### src/rtl/migration_switch_ctrl.sv
// Packet-safe selector controller: closes ingress at a packet boundary, waits for the
// egress stream to go quiet, then moves `sel` to the requested interface.
module migration_switch_ctrl #(
    parameter int unsigned AXIS_DATA_WIDTH = 32,
    parameter int unsigned SEL_WIDTH       = 2,
    parameter int unsigned INTF_NUM        = 4,
    parameter int unsigned INIT_SEL        = 0,
    parameter int unsigned DRAIN_CYCLES    = 16
) (
    input  logic                         axis_aclk,
    input  logic                         axis_resetn,
    input  logic                         req_valid,
    output logic                         req_ready,
    input  logic [SEL_WIDTH-1:0]         req_sel,
    output logic                         done,
    output logic                         err,
    output logic                         busy,
    output logic [SEL_WIDTH-1:0]         sel,
    input  logic [AXIS_DATA_WIDTH-1:0]   s_axis_tdata,
    input  logic [AXIS_DATA_WIDTH/8-1:0] s_axis_tkeep,
    input  logic                         s_axis_tvalid,
    output logic                         s_axis_tready,
    input  logic                         s_axis_tlast,
    output logic [AXIS_DATA_WIDTH-1:0]   m_axis_tdata,
    output logic [AXIS_DATA_WIDTH/8-1:0] m_axis_tkeep,
    output logic                         m_axis_tvalid,
    input  logic                         m_axis_tready,
    output logic                         m_axis_tlast,
    input  logic                         e_axis_tvalid,
    input  logic                         e_axis_tready,
    input  logic                         e_axis_tlast
);

    localparam int unsigned CntW = $clog2(DRAIN_CYCLES + 1);

    localparam logic [1:0] StRun    = 2'd0;
    localparam logic [1:0] StHold   = 2'd1;
    localparam logic [1:0] StDrain  = 2'd2;
    localparam logic [1:0] StSwitch = 2'd3;

    logic [1:0]           state_q, state_d;
    logic [SEL_WIDTH-1:0] sel_q, sel_d;
    logic [SEL_WIDTH-1:0] tgt_q, tgt_d;
    logic [CntW-1:0]      cnt_q, cnt_d;
    logic                 ing_pkt_q, ing_pkt_d;
    logic                 egr_pkt_q, egr_pkt_d;
    logic                 done_q, done_d;
    logic                 err_q, err_d;
    logic                 gate;
    logic                 ing_acc;
    logic                 egr_acc;

    // A packet already in flight may always finish; new packets only start in RUN.
    assign gate          = (state_q == StRun) || ing_pkt_q;
    assign m_axis_tdata  = s_axis_tdata;
    assign m_axis_tkeep  = s_axis_tkeep;
    assign m_axis_tlast  = s_axis_tlast;
    assign m_axis_tvalid = s_axis_tvalid && gate;
    assign s_axis_tready = m_axis_tready && gate;

    assign ing_acc = m_axis_tvalid && m_axis_tready;
    assign egr_acc = e_axis_tvalid && e_axis_tready;

    assign req_ready = (state_q == StRun);
    assign busy      = (state_q != StRun);
    assign sel       = sel_q;
    assign done      = done_q;
    assign err       = err_q;

    always_comb begin
        state_d   = state_q;
        sel_d     = sel_q;
        tgt_d     = tgt_q;
        cnt_d     = cnt_q;
        done_d    = 1'b0;
        err_d     = 1'b0;
        ing_pkt_d = ing_pkt_q;
        egr_pkt_d = egr_pkt_q;

        if (ing_acc) ing_pkt_d = !s_axis_tlast;
        if (egr_acc) egr_pkt_d = !e_axis_tlast;

        case (state_q)
            StRun: begin
                if (req_valid) begin
                    if (32'(req_sel) >= INTF_NUM) begin
                        done_d = 1'b1;
                        err_d  = 1'b1;
                    end else begin
                        tgt_d   = req_sel;
                        state_d = StHold;
                    end
                end
            end
            StHold: begin
                if (!ing_pkt_q) begin
                    cnt_d   = '0;
                    state_d = StDrain;
                end
            end
            StDrain: begin
                // Counter stops at DRAIN_CYCLES because the FSM leaves DRAIN there.
                if (cnt_q == CntW'(DRAIN_CYCLES)) begin
                    state_d = StSwitch;
                end else if (!egr_pkt_q && !e_axis_tvalid) begin
                    cnt_d = cnt_q + 1'b1;
                end else begin
                    cnt_d = '0;
                end
            end
            StSwitch: begin
                sel_d   = tgt_q;
                done_d  = 1'b1;
                state_d = StRun;
            end
            default: state_d = StRun;
        endcase
    end

    always_ff @(posedge axis_aclk) begin
        if (!axis_resetn) begin
            state_q   <= StRun;
            sel_q     <= SEL_WIDTH'(INIT_SEL);
            tgt_q     <= SEL_WIDTH'(INIT_SEL);
            cnt_q     <= '0;
            ing_pkt_q <= 1'b0;
            egr_pkt_q <= 1'b0;
            done_q    <= 1'b0;
            err_q     <= 1'b0;
        end else begin
            state_q   <= state_d;
            sel_q     <= sel_d;
            tgt_q     <= tgt_d;
            cnt_q     <= cnt_d;
            ing_pkt_q <= ing_pkt_d;
            egr_pkt_q <= egr_pkt_d;
            done_q    <= done_d;
            err_q     <= err_d;
        end
    end

endmodule

### config.mk
export PLATFORM = sky130hd
export DESIGN_NAME = migration_switch_ctrl
export DESIGN_NICKNAME = d
export VERILOG_FILES = /design/src/rtl/migration_switch_ctrl.sv
export SDC_FILE = /design/constraint.sdc
export NUM_CORES = 1
export LEC_CHECK = 0
export BUFFER_PORTS_ARGS = -buffer_cell sky130_fd_sc_hd__buf_2
export CAP_MARGIN = 20
export CORE_MARGIN = 1
export CORE_UTILIZATION = 39
export CTS_CLUSTER_DIAMETER = 80
export DETAILED_ROUTE_END_ITERATION = 16
export MAX_ROUTING_LAYER = met4
export PLACE_DENSITY = 0.85
export SYNTH_ARGS = -nofsm -noshare
export SYNTH_HDL_FRONTEND = slang
export SYNTH_SLANG_ARGS = --single-unit
### constraint.sdc
create_clock -name axis_aclk -period 2.5 [get_ports axis_aclk]
set_clock_uncertainty 0.05 [all_clocks]
set_input_delay 0.125 -clock axis_aclk [delete_from_list [all_inputs] [get_ports axis_aclk]]
set_output_delay 0.125 -clock axis_aclk [all_outputs]
set_load 0.05 [all_outputs]
==> insert_results.sql <==
INSERT INTO impl_metrics (metric_group, metric, value, unit) VALUES
('route', 'drc', '0', ''),
('grt', 'largest_net_degree_at_the_start_of_global_routing', '11', ''),
('synthesis', 'synth_seq_area_share', '28.21', '%'),
('clock_network', 'worst_setup_hold_path_clk_slew', '80', 'ps'),
('floorplan', 'start_util', '43.25', '%'),
('clock_network', 'cts-buffers-inserted', '3', ''),
('place', 'detailed_place.area', '828.3', 'sq um'),
('power_and_ir_drop', 'power.net_switching', '392.1', 'uW'),
('floorplan', 'die_area', '2753', 'sq um'),
('floorplan', 'die_x', '52.47', 'um'),
('synthesis', 'yosys_most_used_dff', 'dfxtp_1', ''),
('place', 'routability_congestion', '0.7835', ''),
('critical_path', 'crit_path_max_incr_delay', '470', 'ps'),
('floorplan', 'std_cell_rows', '17', ''),
('power_and_ir_drop', 'ir_worst_vdd', '0.7067', 'mV'),
('place', 'detailed_place_hpwl', '1366', 'um'),
('place', 'preCtsSetupSlack', '759.2', 'ps'),
('power_and_ir_drop', 'p_clk_share', '18.4', '%'),
('power_and_ir_drop', 'p_leak', '0.3817', 'nW'),
('power_and_ir_drop', 'power.share.switching', '44.80', '%'),
('timing', 'finalSetupTns', '0', 'ps'),
('synthesis', 'ys_ff_latch', '14', ''),
('floorplan', 'core', '2297', 'sq um'),
('critical_path', 'crit_path_max_fanout', '8', ''),
('synthesis', 'yosys.cell_count.top_type', 'buf_4', ''),
('clock_network', 'cts_tree', 'done', ''),
('final_layout', 'final_cell_area', '894.6', 'sq um'),
('power_and_ir_drop', 'power.share.combinational', '49.9', '%'),
('grt', 'grt_antenna_before_repair', '0', ''),
('hold_path', 'timing.hold.worst_path_depth', '2', ''),
('timing', 'number_of_pins_exceeding_their_max_slew_limit_in_the_final_report', '0', ''),
('synthesis', 'synth_cell_type_count', '26', ''),
('clock_network', 'cts.repair.resized', '0', ''),
('hold_path', 'timing.hold.worst.start', 's_axis_tvalid', ''),
('timing', 'maxClockFrequency', '0.5680', 'GHz'),
('timing', 'timing_hold_violations_final', '0', ''),
('synthesis', 'synth-warning-count', '0', ''),
('synthesis', 'syn-num-nets', '171', ''),
('critical_path', 'worstPathBufferInverterCount', '1', ''),
('grt', 'grt_overflow', '0', ''),
('grt', 'first_global_vias', '693', ''),
('timing', 'setup_viol', '0', ''),
('final_layout', 'layout.nets', '158', ''),
('power_and_ir_drop', 'power.sequential.fraction', '31.6', '%'),
('critical_path', 'startpoint_type_of_the_worst_setup_path', 'flip-flop', ''),
('critical_path', 'crit_family', 'compound AO/OA/AOI/OAI gates', ''),
('hold_path', 'hp-class', 'primary input to flip-flop', ''),
('route', 'route.antenna.remaining_nets', '0', ''),
('critical_path', 'worst_setup_path_startpoint', 'state_q[0]', ''),
('power_and_ir_drop', 'pwr_cell_area', '978.3', 'nW/um^2'),
('flow_run', 'drv.max_cap_violation_count', '0', ''),
('synthesis', 'synthCells', '118', ''),
('clock_network', 'htree_levels', '1', ''),
('status', 'run_status', 'finished clean', ''),
('power_and_ir_drop', 'cellInternalPower', '483.1', 'uW'),
('route', 'dr_total_vias', '707', ''),
('route', 'drtIter0Drc', '8', ''),
('timing', 'holdWs', '12.89', 'ps'),
('synthesis', 'netlist.top_cell.by_area', 'buf_4', ''),
('grt', 'global_route_wire_length_before_repair', '2891', 'um'),
('synthesis', 'post_synth_most_frequent_cells', '38 x buf_4, 14 x dfxtp_1, 10 x nand2_1, 7 x inv_1', ''),
('clock_network', 'maximum_root_to_sink_buffer_count', '2', ''),
('grt', 'grtUsageTotal', '14.49', '%'),
('synthesis', 'edff_count_synth', '0', ''),
('synthesis', 'synthTopCellsByArea', 'buf_4 29%, dfxtp_1 28%, ha_1 7.6%', ''),
('route', 'postRouteWirelength', '1785', 'um'),
('clock_network', 'clockRootBuffer', 'clkbuf_4', ''),
('critical_path', 'r2r-start', 'state_q[0]', ''),
('clock_network', 'clock_latency', '280', 'ps'),
('route', 'via_per_inst', '5.356', ''),
('synthesis', 'area_fraction_of_the_dominant_cell_type_after_synthesis', '28.72', '%');
[cell type report]
class,instances,area (sq um),area share (%)
repair buffers,21,120.1,13.43
well taps,28,35.03,3.916
clock buffers,4,36.28,4.056
flip-flops and latches,14,280.3,31.33
inverters,8,30.03,3.357
multi-input cells,57,392.9,43.92
[through the flow]
stage	cells	utilization [%]	total power [mW]
4_1_cts	132	38.94	0.8817
5_1_grt	132	38.94	0.9327
2_1_floorplan	118	-	0.7786
3_3_place_gp	125	36.06	0.6881
6_report	132	38.94	0.8752
3_5_place_dp	125	36.06	0.7142
[per-layer routing]
layer / wire [um] / track usage [%] / part of all wire, %
met1: 679 / 13.57 / 38
met2: 876 / 25.11 / 49
met3: 178 / 6.377 / 10
met4: 50 / 7.018 / 2.8
met5: 0 / - / 0
[final timing paths]
check	to	slack [ps]
setup / recovery	state_q[0]	740
hold / removal	ing_pkt_q	10
setup reg to reg	state_q[0]	740
hold reg to reg	tgt_q[0]	420
[power by group through the flow]
stage	Clock (mW)	Combinational (mW)	Sequential [mW]
floorplan	0	0.497	0.282
global placement	0	0.411	0.277
detailed placement	0	0.433	0.282
CTS	0.166	0.439	0.276
global route	0.179	0.474	0.280
finish	0.161	0.437	0.277
[cells by family (layout without fill, tap and decap cells)]
kind of cell | count (synthesis) | after routing | share of synthesized area (%)
AO/OA/AOI/OAI | 19 | 19 | 13.85
buffers and inverters | 47 | 33 | 32.24
adder cells (fa/ha/maj) | 6 | 6 | 7.556
AND/OR/NAND/NOR | 28 | 28 | 14.74
other | 1 | 1 | 0.3775
flip-flops | 14 | 14 | 28.21
multiplexers | 3 | 3 | 3.023
[sequential cells by signal (all words and copies together), names as in the netlist]
signal     count
sel            2
tgt_q          2
state_q        2
egr_pkt_q      1
done           1
ing_pkt_q      1
cnt_q          5
[layout by cell type, fill, tap and decap left out]
cell           instances
clkinv_1               1
a21oi_1                6
o21a_1                 2
nor2_1                 4
nand4bb_1              1
buf_2                 18
o32ai_1                2
a222oi_1               1
inv_1                  7
dlygate4sd3_1          3
a21boi_0               2
mux2i_1                3
or2_2                  1
nand2b_1               4
o211a_2                1
nor3b_2                1
dfxtp_1               14
conb_1                 1
clkbuf_4               3
nand2_1               10
o22ai_1                1
nand3_1                5
a311oi_1               3
clkbuf_8               1
nand3b_1               1
ha_1                   6
and2_1                 1
o21bai_1               1
Power figures use the tool's default switching activity.
